--- config.mk ---
export PLATFORM = sky130hd
export DESIGN_NAME = demux_stream
export DESIGN_NICKNAME = d
export VERILOG_FILES = /design/src/rtl/demux_stream.sv
export SDC_FILE = /design/constraint.sdc
export NUM_CORES = 1
export LEC_CHECK = 0
export ABC_AREA = 1
export CAP_MARGIN = 20
export CORE_UTILIZATION = 51
export DETAILED_ROUTE_END_ITERATION = 8
export PLACE_DENSITY = 0.84
export SYNTH_ARGS = -nofsm -noshare
export SYNTH_HDL_FRONTEND = slang
export SYNTH_SLANG_ARGS = --single-unit
--- constraint.sdc ---
create_clock -name clk_i -period 3.83 [get_ports clk_i]
set_input_delay 1.149 -clock clk_i [delete_from_list [all_inputs] [get_ports clk_i]]
set_output_delay 1.149 -clock clk_i [all_outputs]
set_load 0.05 [all_outputs]
--- src/rtl/demux_stream.sv ---
// -----------------------------------------------------------------------------
// demux_stream
//
// Stream demultiplexer. One valid/ready input stream is routed beat by beat to
// one of PORT_NUM output ports, chosen by the lowest set bit of dest_i.
// Each output port owns a single registered slot, so back-pressure is tracked
// per port. A stalled port never blocks beats bound for other ports. Beats
// with no destination bit set are accepted, discarded and counted in a
// saturating drop counter.
//
// Handshake semantics (both sides):
//   A beat transfers on a rising clk_i edge where valid and ready are both 1.
//   A producer holding valid=1 keeps its payload stable until the transfer.
//   ready_o never depends on valid_i.
//   valid_o[p] is never withdrawn before ready_i[p] takes the beat.
//
// Parameters
//   DATA_WIDTH  width of one data beat
//   PORT_NUM    number of output ports
//   CNT_WIDTH   width of the saturating drop counter
//
// Ports
//   clk_i       in   clock, all state on the rising edge
//   rst_i       in   asynchronous active-high reset
//   data_i      in   input beat
//   dest_i      in   destination vector; the lowest set bit wins
//   valid_i     in   input beat valid
//   ready_o     out  input beat may be accepted this cycle (combinational)
//   data_o      out  packed output data; port p at [(p+1)*DATA_WIDTH-1 : p*DATA_WIDTH]
//   valid_o     out  per-port output valid
//   ready_i     in   per-port downstream ready
//   drop_cnt_o  out  number of discarded beats, saturating at all-ones
// -----------------------------------------------------------------------------
module demux_stream #(
  parameter int DATA_WIDTH = 8,
  parameter int PORT_NUM   = 4,
  parameter int CNT_WIDTH  = 16
) (
  input  logic                           clk_i,
  input  logic                           rst_i,
  input  logic [DATA_WIDTH-1:0]          data_i,
  input  logic [PORT_NUM-1:0]            dest_i,
  input  logic                           valid_i,
  output logic                           ready_o,
  output logic [DATA_WIDTH*PORT_NUM-1:0] data_o,
  output logic [PORT_NUM-1:0]            valid_o,
  input  logic [PORT_NUM-1:0]            ready_i,
  output logic [CNT_WIDTH-1:0]           drop_cnt_o
);

  // ---------------------------------------------------------------------------
  // Destination decode
  // ---------------------------------------------------------------------------
  // Isolating the lowest set bit with x & -x yields a one-hot target vector
  // directly, so no index encode/decode is needed. Bit 0 has top priority.
  logic [PORT_NUM-1:0] dest_oh;
  logic                dest_none;

  assign dest_oh   = dest_i & (~dest_i + PORT_NUM'(1));
  assign dest_none = (dest_i == '0);

  // ---------------------------------------------------------------------------
  // Slot availability and input ready
  // ---------------------------------------------------------------------------
  // A slot is free when it is empty or its current beat leaves on this edge,
  // which lets a port consume and refill in the same cycle.
  logic [PORT_NUM-1:0] slot_free;

  assign slot_free = ~valid_o | ready_i;

  // Discards are always accepted; otherwise only the targeted slot matters,
  // so a stalled port cannot hold up beats aimed elsewhere.
  assign ready_o = dest_none | (|(dest_oh & slot_free));

  // ---------------------------------------------------------------------------
  // Transfer qualifiers
  // ---------------------------------------------------------------------------
  logic                accept;
  logic                drop;
  logic [PORT_NUM-1:0] load;
  logic [PORT_NUM-1:0] consume;

  assign accept  = valid_i & ready_o;
  assign drop    = accept & dest_none;
  assign load    = dest_oh & {PORT_NUM{accept}};
  assign consume = valid_o & ready_i;

  // ---------------------------------------------------------------------------
  // Per-port slots
  // ---------------------------------------------------------------------------
  // A refill takes precedence over a consume, so a port that hands off and
  // receives on the same edge stays valid with the new beat. data_o only
  // changes on a load, which keeps a stalled beat stable and leaves the last
  // value in place once the slot empties.
  always_ff @(posedge clk_i or posedge rst_i) begin
    if (rst_i) begin
      valid_o <= '0;
      data_o  <= '0;
    end else begin
      for (int p = 0; p < PORT_NUM; p++) begin
        if (load[p]) begin
          valid_o[p]                           <= 1'b1;
          data_o[p*DATA_WIDTH +: DATA_WIDTH]   <= data_i;
        end else if (consume[p]) begin
          valid_o[p]                           <= 1'b0;
        end
      end
    end
  end

  // ---------------------------------------------------------------------------
  // Drop counter
  // ---------------------------------------------------------------------------
  // Saturates at all-ones so a long run of discards never wraps back to a
  // small, misleading value.
  always_ff @(posedge clk_i or posedge rst_i) begin
    if (rst_i) begin
      drop_cnt_o <= '0;
    end else if (drop && (drop_cnt_o != '1)) begin
      drop_cnt_o <= drop_cnt_o + CNT_WIDTH'(1);
    end
  end

  // ---------------------------------------------------------------------------
  // Protocol properties
  // ---------------------------------------------------------------------------
  // The decoded target is one-hot or empty.
  a_dest_onehot : assert property (@(posedge clk_i) disable iff (rst_i)
    $onehot0(dest_oh));

  // At most one port is loaded per edge: no multicast.
  a_single_load : assert property (@(posedge clk_i) disable iff (rst_i)
    $onehot0(load));

  // A discard never touches a port.
  a_drop_no_load : assert property (@(posedge clk_i) disable iff (rst_i)
    drop |-> (load == '0));

  for (genvar g = 0; g < PORT_NUM; g++) begin : g_hold
    // A stalled output keeps valid high and its data stable.
    a_stall_hold : assert property (@(posedge clk_i) disable iff (rst_i)
      (valid_o[g] && !ready_i[g])
        |=> (valid_o[g] && $stable(data_o[g*DATA_WIDTH +: DATA_WIDTH])));
  end

endmodule

# Word-level counts from Yosys, hierarchy flattened
# Cells that the tools add are included.
# totals
word_cells,37
output_inout_bits,53
reg_bits,52
inputBits,19
# classes
reduce_logical,7
n_eq_ne,1
bitwise,10
add_sub_neg,2
n_mux,8
# op_table
op,n
16-bit by 1-bit adder with 16-bit output (second input constant),1
4-bit bitwise AND,4
16-bit inequality test (second input constant),1
1-bit 2-to-1 mux,8
4-bit inverter,2
2-bit nonzero test,4
4-bit by 1-bit adder with 4-bit output (second input constant),1
4-bit logical NOT,1
4-bit OR,1
4-bit OR reduction,1
1-bit bitwise AND,2
1-bit logical AND,1
1-bit OR,1

# Longest topological paths before layout
# Gate-level depths: netlist of the first run.
# depth
word_depth,9
ltp_mapped,9

# Least setup slack after synthesis of the first run
# Ideal clock, no wire load.
# synth_path
path_type,input to output
from,in dest_i[2]
to,out ready_o
path_stages,6
arrival_time_ps,1997
path_slack_ps,684
required_time_ps,2681
path_cell_list,inv_2 > nand3_2 > nor2_4 > nand2_1 > nand3_4 > buf_4
# synth_between
elab_chain_cells,6
word_cells_on_any_way,7
# synth_rtl
item,line,source
start: declaration,42,"input logic [PORT_NUM-1:0] dest_i,"
4-bit inverter,59,assign dest_oh = dest_i & (~dest_i + PORT_NUM'(1));
4-bit by 1-bit adder with 4-bit output,59,
4-bit bitwise AND,59,
4-bit bitwise AND,73,assign ready_o = dest_none | (|(dest_oh & slot_free));
4-bit OR reduction,73,
1-bit OR (*),73,
end: declaration,44,"output logic ready_o,"
# Mark *: on every way between the ends. The rest lies on a longest branch, timed or not.

# Final worst setup path of the first run
# layout_path
from,in dest_i[0]
to,out ready_o
# The elaborated chain is that of the path after synthesis.

==> flow_summary.yaml, run 1 <==
synth:
  synth_compound_area_share_pct: 1.02
  yosys_register_bits: 52
  yosysUniqueCellTypes: 25
  synth-xor-area-share_pct: 3.41
  synth_mux_area_share_pct: 0
  syn_area_per_cell_sq_um: 8.32
  synth_top_family_by_area: "simple AND/OR/NAND/NOR gates"
  synth_fa_ha_area_share_pct: 0.487
  ys_warn_count: 0
  netlist_instances: 309
  syn_area_sq_um: 2570
  yosys.area_share.simple_pct: 39.0
  synth_seq_area_share_pct: 50.6
  synth_nets: 329
critical_path:
  arrival_ps: 2360
  crit_type: "input pin to output pin"
  cp_max_fo: 10
  start_kind: "input pin"
  worstSetupEndpointType: "output pin"
  crit_required_ps: 2680
layout:
  fin_nets: 404
  areaGrowthSynthToFinish_pct: 35.0
  multiInputGateArea_sq_um: 1130
  layout-drive-gt1-share_pct: 9.09
  seqCellArea_sq_um: 1300
  final_cells: 452
  final_area_sq_um: 3470
  num_antenna_cells: 0
  fill_cells: 398
clock_network:
  cts-root-buf: "clkbuf_8"
  clk_path_buf_depth: 2
  clk-insertion-delay-late_ps: 290
  ctsResizeCount: 0
  cts_buffers: 5
  cts_setup_buffers: 0
  clock_sinks: 52
  cts_tree: "built"
  clkTransAtPathRegs_ps: 90
  hold_buffers: 0
  cts-htree-levels: 2
timing:
  drv_slew: 0
  finalSetupViolCount: 0
  slew_headroom_pct: 62.1
  fin_crit_sh_pct: 91.6
  finalCriticalPeriod_ps: 3510
  fmax_mhz: 285
  whs_ps: 477
  tightest_slew_ps: 568
  clock_skew_ps: 7.31
  hold_viol_final: 0
  fin_tns_setup_ps: 0
  worst_slack_ps: 322
  rsz0062_at_grt: "no"
place:
  hpwl_mm: 4.45
  dpl-instance-area_sq_um: 3360
  dpl_worst_slack_ps: 326
  io_buffers: 71
  gp_congestion: 0.871
  dp_cells: 444
grt:
  grt_max_degree: 37
  antenna_found_initial: 0
  grt_pass1_wl_mm: 10.0
  grt_pass1_vias: 2208
  track_usage_pct: 24.5
  grt-ovfl-total: 0
detailed_routing:
  drc_errors: 0
  wire_per_inst_um: 13.2
  antenna_left: 0
  vias: 2355
  wl_mm: 5.98
  drt_iter0_drc: 123
  avgViaCountPerCell: 5.21
  dr.pass1.iters: 4
job:
  cap_violations: 0
floorplan:
  coreArea_sq_um: 4790
  die-area_sq_um: 5330
  io_pins: 72
  rows: 25
  fp.dieW_um: 73.0
  die_h_um: 73.0
  start_util_pct: 53.7
power:
  powerDensity_nw_per_um2: 494
  ir_worst_vdd_v: 0.000298
  leakage_nw: 1.69
run_status:
  status: "finished, final reports clean"
min_path:
  hp-class: "flop to flop"
==> registers in the layout, summed over array words and instances (netlist names) <==
signal and flops:
valid_o 4, drop_cnt_o 16, data_o 32
==> stage by stage <==
stage	total power, W	utilization [%]
finish	0.00171	72.5
detailed placement	0.00136	70.3
global placement	0.00135	70.3
floorplan	0.00112	-
CTS	0.00173	72.5
global route	0.00179	72.5
==> worst max-delay path, stage by stage <==
cell             delay (ps)
clkdlybuf4s50_1         470
buf_4                   200
nand2_1                  70
nand2_1                  50
nor2_1                  160
nand3_4                 100
buf_12                  160
==> cell type report <==
| type | count | share of cell area [%] |
|---|---|---|
| Timing Repair Buffer | 78 | 22.3 |
| Clock inverter | 2 | 1.01 |
| Inverter | 20 | 2.16 |
| Tap cell | 67 | 2.42 |
| Multi-Input combinational cell | 227 | 32.6 |
| Clock buffer | 6 | 2.09 |
| Sequential cell | 52 | 37.5 |
==> synthesized netlist by cell type <==
| library cell | n | area share [%] |
|---|---|---|
| nor2_1 | 11 | 1.6 |
| nor2_2 | 3 | 0.73 |
| o21ai_1 | 1 | 0.19 |
| buf_1 | 3 | 0.44 |
| o21ai_4 | 1 | 0.63 |
| buf_4 | 3 | 0.88 |
| xnor2_1 | 1 | 0.34 |
| nand2_2 | 1 | 0.24 |
| nand4_1 | 36 | 8.8 |
| xor2_1 | 9 | 3.1 |
| nand3_1 | 6 | 1.2 |
| buf_6 | 2 | 0.88 |
| inv_2 | 3 | 0.44 |
| nand2_1 | 141 | 21 |
| o21ai_0 | 1 | 0.19 |
| nor2_4 | 3 | 1.3 |
| clkbuf_1 | 1 | 0.15 |
| ha_1 | 1 | 0.49 |
| inv_1 | 17 | 2.5 |
| dfrtp_1 | 52 | 51 |
| nor3_1 | 4 | 0.78 |
| nand3_4 | 1 | 0.68 |
| nand4_4 | 1 | 0.83 |
| nand3_2 | 6 | 2.3 |
| buf_2 | 1 | 0.19 |
==> cell families after synthesis <==
family                     Yosys count
AOI/OAI and AO/OA                    3
xor gates and xnor gates            10
adders and majority gates            1
buffers and inverters               30
DFF                                 52
and+or+nand+nor                    213
==> power breakdown <==
part	internal [W]	switching, W	leakage (nW)
Clock	0.000194	0.000170	0.0552
Sequential	0.000633	0.0000593	0.677
Combinational	0.000209	0.000448	0.961
Total	0.00104	0.000677	1.69
==> path summary, 6_finish.rpt <==
kind	startpoint	endpoint	slack (ps)	depth (start not counted)
max in group asynchronous	rst_i	data_o[27]	1930	3
hold reg to reg	data_o[11]	data_o[11]	480	2
setup / recovery	dest_i[0]	ready_o	320	7
min in group asynchronous	rst_i	data_o[9]	1140	2
setup reg to reg	drop_cnt_o[0]	drop_cnt_o[9]	2060	7
hold / removal	data_o[11]	data_o[11]	480	2
==> cell usage in the layout, fill, tap and decap left out, types with 4 or more instances in the layout <==
| cell | n |
|---|---|
| nor2_1 | 11 |
| inv_1 | 16 |
| buf_4 | 7 |
| nand3_2 | 6 |
| nor3_1 | 4 |
| nand2_1 | 141 |
| inv_2 | 4 |
| nand4_1 | 36 |
| clkdlybuf4s50_1 | 70 |
| nand3_1 | 6 |
| xor2_1 | 9 |
| dfrtp_1 | 52 |
| clkbuf_8 | 5 |
==> layer usage <==
layer,wire (um),vias to the layer above,part of all wire [%],GRT usage (%)
met5,0,-,0,0
met4,75,0,1.3,6.10
met3,435,8,7.3,6.08
met2,3040,86,51,42.5
met1,2430,1114,41,30.7
li1,-,1147,-,-
No activity file was read; power rests on OpenSTA's default activity.
==> run 2, diff against run 1 <==
ABC_CLOCK_PERIOD_IN_PS = 3830   (was default)
CORE_ASPECT_RATIO = 1.2   (was default)
GPL_ROUTABILITY_DRIVEN = 0   (was default)
==> run 2 against run 1 <==
- via count grew 1.2%
- non-clock buffer count grew 1
- first-iteration DRC count grew 34%
- utilization grew 1.2 points
- hold slack lost 1.4 ps
- power grew 3.2%
- critical path type unchanged
- fmax shrank 1.6%
- global-route usage grew 2.5 points
- routed wire length grew 6.6%
- final area grew 0.43%
- highest routed layer unchanged
- clock skew shrank 1.6 ps
==> flow_summary.yaml, run 2 (synthesis results as in run 1) <==
run_status:
  status: "finished, final reports clean"
floorplan:
  rows: 27
  io_pins: 72
  coreArea_sq_um: 4730
  die-area_sq_um: 5330
  fp.dieW_um: 66.8
  die_h_um: 79.8
  start_util_pct: 54.4
layout:
  regMostFlops: "data_o"
  fin_nets: 405
  seqCellArea_sq_um: 1300
  layout_common_cells: "nand2_1, clkdlybuf4s50_1, dfrtp_1"
  final_common_cell: "nand2_1"
  num_antenna_cells: 0
  areaGrowthSynthToFinish_pct: 35.6
  largest_register_ffs: 32
  layout-drive-gt1-share_pct: 9.59
  top_regs: "data_o: 32 flops, drop_cnt_o: 16 flops, valid_o: 4 flops"
  fill_cells: 376
  multiInputGateArea_sq_um: 1130
critical_path:
  cp_slowest_cell: "clkdlybuf4s50_1"
  crit_required_ps: 2680
  worstSetupEndpointType: "output pin"
  crit_type: "input pin to output pin"
  start_kind: "input pin"
  cp_max_fo: 10
  critical-path-max-stage-delay_ps: 470
  cp_common_cell: "nand2_1"
  arrival_ps: 2420
  crit_chain: "clkdlybuf4s50_1, buf_4, nand2_1, nand2_1, nor2_1, nand3_4, buf_12"
grt:
  grt_pass1_vias: 2280
  grt_pass1_wl_mm: 10.7
  grt-ovfl-total: 0
  track_usage_pct: 27.0
  antenna_found_initial: 0
  top_usage_layer: "met2"
  grt_max_degree: 37
  use_met3_pct: 5.29
  gr-usage-met1_pct: 33.8
  grtUsageMet2_pct: 45.8
clock_network:
  cts-root-buf: "clkbuf_8"
  cts_tree: "built"
  clkTransAtPathRegs_ps: 90
  cts-htree-levels: 2
  cts_setup_buffers: 0
  ctsResizeCount: 0
  clk-insertion-delay-late_ps: 300
  clock_sinks: 52
  cts_buffers: 5
  hold_buffers: 0
  clk_path_buf_depth: 2
detailed_routing:
  drt_iter0_drc: 165
  wire_per_inst_um: 14.4
  vias: 2384
  antenna_left: 0
  drc_errors: 0
  dr.pass1.iters: 4
  wl_mm: 6.38
  avgViaCountPerCell: 5.37
timing:
  drv_slew: 0
  slew_headroom_pct: 58.8
  fin_crit_sh_pct: 93.1
  tightest_slew_ps: 618
  fmax_mhz: 281
  finalCriticalPeriod_ps: 3560
  rsz0062_at_grt: "no"
  clock_skew_ps: 5.69
  fin_tns_setup_ps: 0
  hold_viol_final: 0
  finalSetupViolCount: 0
place:
  io_buffers: 71
  hpwl_mm: 4.53
power:
  leakage_nw: 1.71
  ir_worst_vdd_v: 0.000402
  powerDensity_nw_per_um2: 507
  total_power_w: 0.00177
job:
  cap_violations: 0
min_path:
  hp-class: "flop to flop"
-- run 2: changes by cell type in the layout (fill, tap and decap cells not counted) --
| cell | before | now |
|---|---|---|
| clkinv_2 | 1 | 0 |
| clkbuf_8 | 5 | 7 |
| buf_4 | 7 | 8 |
| clkbuf_1 | 1 | 0 |
-- run 2: final cells by class --
| cell class | instances | share of cell area [%] |
|---|---|---|
| repair buffers | 79 | 22.4 |
| well taps | 58 | 2.08 |
| clock buffers | 7 | 2.76 |
| flip-flops and latches | 52 | 37.3 |
| multi-input cells | 227 | 32.4 |
| inverters | 20 | 2.15 |
| clock inverters | 1 | 0.861 |
-- run 2: worst max-delay path, delay by kind of cell --
kind / cells / cell delay [ps]
and+or+nand+nor: 4 / 440
buffers and inverters: 3 / 840
-- run 2: path summary, 6_finish.rpt --
| check | from | end | slack [ps] | cells after the start |
|---|---|---|---|---|
| max in group asynchronous | rst_i | data_o[29] | 2070 | 3 |
| setup reg to reg | drop_cnt_o[0] | drop_cnt_o[0] | 2000 | 8 |
| setup / recovery | dest_i[0] | ready_o | 270 | 7 |
| min in group asynchronous | rst_i | drop_cnt_o[2] | 1140 | 2 |
| hold reg to reg | data_o[30] | data_o[30] | 480 | 2 |
| hold / removal | data_o[30] | data_o[30] | 480 | 2 |
-- run 2: stage by stage --
stage | cell area (sq um) | setup WS [ps] | instances | utilization, % | hold WS (ps)
2_1_floorplan | 2570 | 684 | 309 | - | 756
3_3_place_gp | 3360 | 336 | 436 | 71.0 | 455
3_5_place_dp | 3360 | 279 | 436 | 71.0 | 458
4_1_cts | 3490 | 273 | 444 | 73.7 | 481
5_1_grt | 3490 | 177 | 444 | 73.7 | 505
6_report | 3490 | 266 | 444 | 73.7 | 476
-- run 2: per-layer routing --
layer  vias up  wire (um)
met5         -          0
met4         0        107
met3         9        373
met2       105       3280
met1      1115       2620
li1       1155          -
-- run 2: power by group --
part           internal, W  leakage (nW)  switching, W
registers         0.000633         0.677     0.0000632
logic             0.000210         0.966      0.000451
clock network     0.000231        0.0645      0.000180
==> run 3, diff against run 2 <==
ABC_AREA = default   (was 1)
CORE_UTILIZATION = 49   (was 51)
==> run 3 against run 2 <==
- register-to-register slack improved by 80 ps
- worst setup slack got worse by 110 ps
- combinational power increased by 1%
- global-route usage decreased by 7.3 points
- cell count decreased by 32%
- sequential cell count unchanged
- hold slack improved by 15 ps
- clock skew increased by 2.1 ps
- first-iteration DRC count decreased by 37%
- synthesized cell count decreased by 47%
- synthesized area decreased by 13%
- clock power decreased by 23%
- critical path type unchanged
==> flow_summary.yaml, run 3 <==
run_status:
  status: "finished, final reports clean"
synth:
  synth_edf_count: 0
  netlist_instances: 164
  yosysUniqueCellTypes: 34
  yosysTopAreaCell: "dfrtp_1"
  synthTopCellsByArea: "dfrtp_1, mux2_2, xnor2_1, nand2_1, xor2_1"
  yosys-top-cells-count: "dfrtp_1, mux2_2, nand2_1, xnor2_1, nand3_1"
  synthArstFlopShare_pct: 100
  synth_nets: 184
  yosys_register_bits: 52
  ys.flop_type: "dfrtp_1"
  synth_top_area_share_pct: 58.3
  ys_warn_count: 0
  yosysMostFrequentCell: "dfrtp_1"
  syn_area_per_cell_sq_um: 13.6
  synth_seq_area_share_pct: 58.3
  syn_area_sq_um: 2230
clock_network:
  cts-root-buf: "clkbuf_8"
  clk_path_buf_depth: 2
  cts-htree-levels: 2
  hold_buffers: 0
  cts_setup_buffers: 0
  ctsResizeCount: 0
  clock_sinks: 52
  cts_buffers: 5
  clk-insertion-delay-late_ps: 290
  clkTransAtPathRegs_ps: 90
  cts_tree: "built"
timing:
  fmax_mhz: 272
  slew_headroom_pct: 44.3
  finalSetupViolCount: 0
  tightest_slew_ps: 832
  worst_slack_ps: 155
  clock_skew_ps: 7.77
  hold_viol_final: 0
  fin_crit_sh_pct: 95.9
  drv_slew: 0
  rsz0062_at_grt: "no"
  fin_tns_setup_ps: 0
  finalCriticalPeriod_ps: 3670
critical_path:
  path_depth: 6
  arrival_ps: 2530
  worstSetupEndpointType: "output pin"
  crit_type: "input pin to output pin"
  crit_chain: "clkdlybuf4s50_1, nor4bb_1, a311oi_1, a211oi_1, a31oi_1, buf_12"
  rr_worst_depth: 5
  critical-path-max-stage-delay_ps: 470
  cp_max_fo: 4
  start_kind: "input pin"
  crit_required_ps: 2680
  cp_slowest_cell: "clkdlybuf4s50_1"
  worst-path-buf-inv: 2
  critPathTopFamily: "buffers and inverters"
power:
  power_switching_share_pct: 39.1
  internal-power_w: 0.00103
  ir_worst_vdd_v: 0.000421
  leakage_nw: 1.34
  p_switching_w: 0.000659
  clock_power_share_pct: 18.7
  combPwrFrac_pct: 39.7
  powerDensity_nw_per_um2: 536
  seqPwrFrac_pct: 41.6
layout:
  areaGrowthSynthToFinish_pct: 40.8
  fin_nets: 265
  layout-drive-gt1-share_pct: 23.2
  regMostFlops: "data_o"
  layout_common_cells: "clkdlybuf4s50_1, dfrtp_1, mux2_2"
  fill_cells: 320
  num_antenna_cells: 0
  top_regs: "data_o: 32 flops, drop_cnt_o: 16 flops, valid_o: 4 flops"
  final_common_cell: "clkdlybuf4s50_1"
  largest_register_ffs: 32
detailed_routing:
  wire_per_inst_um: 14.7
  dr.pass1.iters: 4
  wl_mm: 4.44
  drt_iter0_drc: 104
  antenna_left: 0
  avgViaCountPerCell: 5.28
  drc_errors: 0
  vias: 1596
floorplan:
  io_pins: 72
  die-area_sq_um: 4830
  die_h_um: 75.9
  rows: 26
  coreArea_sq_um: 4330
  fp.dieW_um: 63.6
  start_util_pct: 51.6
grt:
  grt_pass1_vias: 1606
  grt_pass1_wl_mm: 7.61
  grt-ovfl-total: 0
  antenna_found_initial: 0
  track_usage_pct: 19.7
  grt_max_degree: 37
place:
  dpl_worst_slack_ps: 159
  io_buffers: 71
  hpwl_mm: 3.37
job:
  cap_violations: 0
min_path:
  hold_path_depth: 1
  hp-class: "flop to flop"
==> run 3: cell count changes after synthesis, sizes merged, moves of 3 or more <==
cell	delta
inv	-15
and3	+3
nand4	-31
buf	-8
nand2	-130
xor2	-4
nor2	-15
mux2	+33
a21oi	+5
xnor2	+7
a211oi	+3
nor3	-4
nand3	-6
==> run 3: logic make-up after synthesis <==
logic type	synth area share, %
mux	16.7
xor+xnor	5.10
compound gates	4.66
fa+ha+maj	0.561
buf+inv	1.07
simple gates	13.6
flops	58.3
==> run 3: area by class of cell <==
class	instances	area (sq um)	area share (%)
clock buffers	7	86.3	2.75
multi-input cells	106	906	28.8
repair buffers	75	751	23.9
clock inverters	1	7.51	0.239
inverters	5	18.8	0.598
well taps	56	70.1	2.23
flip-flops and latches	52	1300	41.4
==> run 3: worst register-to-register path: stages (launching register included) <==
cell and delay [ps]:
dfrtp_1 460, ha_1 280, nand2_1 140, nor2_1 120, a21oi_1 280, mux2_2 370
==> run 3: metrics by stage <==
step / total power (W) / cells / hold slack [ps] / instance area (sq um) / utilization, %
2_1_floorplan: 0.00113 / 164 / 758 / 2230 / -
3_5_place_dp: 0.00138 / 294 / 476 / 3050 / 70.4
5_1_grt: 0.00176 / 302 / 509 / 3140 / 72.6
3_3_place_gp: 0.00137 / 294 / 476 / 3050 / 70.4
6_report: 0.00168 / 302 / 490 / 3140 / 72.6
4_1_cts: 0.00170 / 302 / 493 / 3140 / 72.6
==> run 3: worst paths after layout <==
| check | from | to | slack (ps) |
|---|---|---|---|
| min in group asynchronous | rst_i | drop_cnt_o[14] | 1280 |
| worst min-delay path | drop_cnt_o[11] | drop_cnt_o[11] | 490 |
| worst max register to register | drop_cnt_o[0] | drop_cnt_o[1] | 2080 |
| max in group asynchronous | rst_i | drop_cnt_o[1] | 1920 |
| worst max-delay path | dest_i[2] | ready_o | 160 |
| worst min register to register | drop_cnt_o[11] | drop_cnt_o[11] | 490 |
==> run 3: layer usage <==
layer	vias to the layer above	part of all wire, %	global-route usage (%)
met2	50	50	32.8
met1	783	42	24.9
met4	0	0.29	3.86
met3	2	7.3	6.48
li1	761	-	-
met5	-	0	0
==> run 3: power by group through the flow <==
stage / logic (W) / clock network (W) / registers (W)
global placement: 0.000665 / 0 / 0.000708
CTS: 0.000673 / 0.000324 / 0.000702
finish: 0.000668 / 0.000315 / 0.000701
global route: 0.000696 / 0.000349 / 0.000715
detailed placement: 0.000671 / 0 / 0.000711
floorplan: 0.000111 / 0 / 0.00102
==> RTL change 1, RTL diff (config.mk and constraints of run 1) <==
Change the parameter `DATA_WIDTH` from 8 to 9.
--- a/src/rtl/demux_stream.sv
+++ b/src/rtl/demux_stream.sv
@@ -32,7 +32,7 @@
 //   drop_cnt_o  out  number of discarded beats, saturating at all-ones
 // -----------------------------------------------------------------------------
 module demux_stream #(
-  parameter int DATA_WIDTH = 8,
+  parameter int DATA_WIDTH = 9,
   parameter int PORT_NUM   = 4,
   parameter int CNT_WIDTH  = 16
 ) (
Ports: changed (resized data_i and data_o); port bits go from 72 to 77. No check against the original RTL was run, so the function may have changed too.
==> RTL change 1 against run 1 <==
Count of clock-buffer cells in the layout shrank 1. Die area grew 6.6%. Area after synthesis grew 6.8%. Final area grew 7.4%. Maximum frequency grew 0.37%. Routed wire length grew 21%. Worst hold slack gained 0.0033 ns. Setup slack gained 0.013 ns. Total power grew 19%. Register-to-register slack lost 0.11 ns. Sequential cell count grew 4. Critical path type unchanged.
==> RTL change 1: results <==
export IMPL_yosys_warnings=0
export IMPL_routabilityCongestion=0.877
export IMPL_top_regs="data_o (36), drop_cnt_o (16), valid_o (4)"
export IMPL_clkTransAtPathRegs_ns=0.10
export IMPL_layout_nets=429
export IMPL_h_tree_depth=2
export IMPL_clkLatencyLatePin_ns=0.31
export IMPL_cts_resized=0
export IMPL_fin_skew_ns=0.00503
export IMPL_place_area_um2=3590
export IMPL_r2r_slack_ns=1.95
export IMPL_slew_headroom_pct=65.5
export IMPL_r2r_start="valid_o[1]"
export IMPL_portBuffers=76
export IMPL_peakVddDrop_mv=0.315
export IMPL_root_buffer="clkbuf_8"
export IMPL_power_leakage_nw=1.79
export IMPL_grt_pass1_vias=2354
export IMPL_worst_hold_slack_ns=0.480
export IMPL_dr_pass1_iters=5
export IMPL_numCtsBuffers=5
export IMPL_synth_common_cells="135 x nand2_1, 56 x dfrtp_1, 38 x nand4_1"
export IMPL_diodes=0
export IMPL_netlist_top_cells_area="dfrtp_1 51%, nand2_1 18%, nand4_1 8.7%, inv_1 3.0%, nor2_1 2.9%"
export IMPL_synth_cell_types=27
export IMPL_worstHoldPathCells=2
export IMPL_routed_via_density=5.38
export IMPL_wire_per_inst_um=15.1
export IMPL_drtIter0Drc=218
export IMPL_dp_hpwl_um=5020
export IMPL_cp_arrival_ns=2.35
export IMPL_async_flop_share_pct=100
export IMPL_n_fill_cell=396
export IMPL_antenna_found_initial=0
export IMPL_worstHoldEndpoint="data_o[8]"
export IMPL_drive_above_1_share_pct=8.07
export IMPL_grt_max_degree=41
export IMPL_grt_pass1_wl_um=11400
export IMPL_track_usage_pct=27.4
export IMPL_min_from="data_o[8]"
export IMPL_fin_setup_tns_ns=0
export IMPL_clock_path_buffers=2
export IMPL_ff2ff_path_depth=9
export IMPL_path_max_fanout=4
export IMPL_outcome="complete, no violations"
export IMPL_postCtsSetupRepairBufs=0
export IMPL_syn_nets=352
export IMPL_reg2reg_to="data_o[35]"
export IMPL_min_path_type="flip-flop to flip-flop"
export IMPL_ys_seq_area_share_pct=51.0
export IMPL_setup_viol=0
## RTL change 1: kinds of logic (layout without fill, tap and decap cells)
logic type	count (synthesis)	in the layout	share of synthesized area [%]
and+or+nand+nor	216	216	37.1
DFF	56	56	51.0
buffers and inverters	38	116	6.06
AOI/OAI and AO/OA	10	10	2.10
xor gates and xnor gates	10	10	3.19
adders and majority gates	1	1	0.456
## RTL change 1: how the worst max path moves through the flow
stage                    from       to  slack (ns)  depth (start not counted)
floorplan           dest_i[1]  ready_o        0.77                          6
finish              dest_i[0]  ready_o        0.34                          7
CTS                 dest_i[0]  ready_o        0.33                          7
global route        dest_i[0]  ready_o        0.22                          7
global placement    dest_i[0]  ready_o        0.36                          7
detailed placement  dest_i[0]  ready_o        0.33                          7
## RTL change 1: area by class of cell
cell class	count	area, µm²	share of cell area, %
clock buffers	5	68.8	1.85
clock inverters	3	68.8	1.85
inverters	24	92.6	2.48
multi-input cells	237	1180	31.6
flip-flops and latches	56	1400	37.6
well taps	70	87.6	2.35
repair buffers	84	831	22.3
## RTL change 1: power by group
part | switching [mW] | internal, mW | total [mW]
logic | 0.545 | 0.256 | 0.800
registers | 0.0857 | 0.693 | 0.779
clock network | 0.202 | 0.263 | 0.465
total | 0.832 | 1.21 | 2.04
## RTL change 1: critical path, stage by stage
cell             delay [ns]
clkdlybuf4s50_1        0.55
inv_2                  0.05
nand2_1                0.11
nor2_1                 0.06
nor2_1                 0.12
nand3_2                0.12
buf_12                 0.17
## RTL change 1: per-stage QoR
step / util, % / instances / worst slack [ns]
2_1_floorplan: - / 331 / 0.773
3_3_place_gp: 69.8 / 471 / 0.365
3_5_place_dp: 69.8 / 471 / 0.325
4_1_cts: 72.5 / 479 / 0.326
5_1_grt: 72.5 / 479 / 0.220
6_report: 72.5 / 479 / 0.335
## RTL change 1: routing by layer
metal	global-route usage, %	up-vias	wire length (µm)
met5	0	-	0
met4	10.9	0	159
met3	5.42	17	551
met2	41.3	137	3400
met1	39.5	1190	3110
li1	-	1231	-
==> RTL change 2, RTL diff (config.mk and constraints of run 1) <==
Made on the original files. Reset style: synchronous (`rst_i`), changed in 2 clocked blocks. Comments in the files are not updated.
--- a/src/rtl/demux_stream.sv
+++ b/src/rtl/demux_stream.sv
@@ -92,7 +92,7 @@
   // receives on the same edge stays valid with the new beat. data_o only
   // changes on a load, which keeps a stalled beat stable and leaves the last
   // value in place once the slot empties.
-  always_ff @(posedge clk_i or posedge rst_i) begin
+  always_ff @(posedge clk_i) begin
     if (rst_i) begin
       valid_o <= '0;
       data_o  <= '0;
@@ -113,7 +113,7 @@
   // ---------------------------------------------------------------------------
   // Saturates at all-ones so a long run of discards never wraps back to a
   // small, misleading value.
-  always_ff @(posedge clk_i or posedge rst_i) begin
+  always_ff @(posedge clk_i) begin
     if (rst_i) begin
       drop_cnt_o <= '0;
     end else if (drop && (drop_cnt_o != '1)) begin
Check against the original RTL: differs if rst_i is asserted again (counterexample within 4 cycles, from zero or initial values and one cycle with rst_i high); with rst_i held inactive, the same outputs for 10 cycles.
==> RTL change 2 against run 1 <==
Clock skew up 0.0026 ns. Maximum frequency down 2.2%. Final area up 9.3%. Area after synthesis up 15%. Setup slack worse by 0.079 ns. Via count up 16%. Routed wire length up 9.9%. Sequential cell count unchanged. Critical path type unchanged. Largest cell class is now multi-input combinational cells.
Power is not compared: it rests on default switching activity, and its combinational part moved more than twofold at a synthesized area within 25%.
==> RTL change 2: results <==
export IMPL_outcome="complete, no violations"
export IMPL_synth_cell_types=26
export IMPL_clkLatencyLatePin_ns=0.31
export IMPL_ys_seq_area_share_pct=35.3
export IMPL_placed_cells=562
export IMPL_drtIter0Drc=150
export IMPL_synth_area_per_cell_um2=6.89
export IMPL_slew_headroom_pct=61.0
export IMPL_async_flop_share_pct=0
export IMPL_multi_input_gates=267
export IMPL_synth_xor_area_share_pct=2.67
export IMPL_grt_use_met2_pct=38.7
export IMPL_n_fill_cell=472
export IMPL_finalPower_mw=1.11
export IMPL_route_met2_wl_um=3050
export IMPL_buffers=77
export IMPL_netlist_top_cells_area="dfxtp_1 35%, nand2_1 15%, inv_1 11%, nand4_1 7.2%, nor2_2 6.6%"
export IMPL_final_cells=570
export IMPL_met3_length_um=367
export IMPL_wire_per_inst_um=11.5
export IMPL_clock_area_share_pct=2.31
export IMPL_synth_common_cells="114 x nand2_1, 87 x inv_1, 52 x dfxtp_1"
export IMPL_drt_met1_wl_um=3040
export IMPL_use_met3_pct=4.30
export IMPL_post_route_min_period_ns=3.59
export IMPL_routabilityCongestion=0.861
export IMPL_num_nonclk_inverters=94
export IMPL_r2r_slack_ns=1.95
export IMPL_grt_use_met1_pct=28.4
## RTL change 2: through the flow
| step | instance area, µm² | hold slack, ns | utilization, % |
|---|---|---|---|
| after CTS | 3790 | 0.519 | 68.5 |
| final | 3790 | 0.518 | 68.5 |
| after global placement | 3700 | 0.499 | 66.9 |
| after detailed placement | 3700 | 0.503 | 66.9 |
| after floorplan | 2950 | 0.706 | - |
| after global routing | 3790 | 0.547 | 68.5 |
## RTL change 2: critical path: cells and delay by family
kind | cells | cell delay (ns)
buffers and inverters | 2 | 0.65
and+or+nand+nor | 5 | 0.64
## RTL change 2: logic make-up after synthesis
group / Yosys count
XOR/XNOR: 9
AND/OR/NAND/NOR: 236
buffers and inverters: 109
AO/OA/AOI/OAI: 21
flip-flops: 52
adder cells (fa/ha/maj): 1
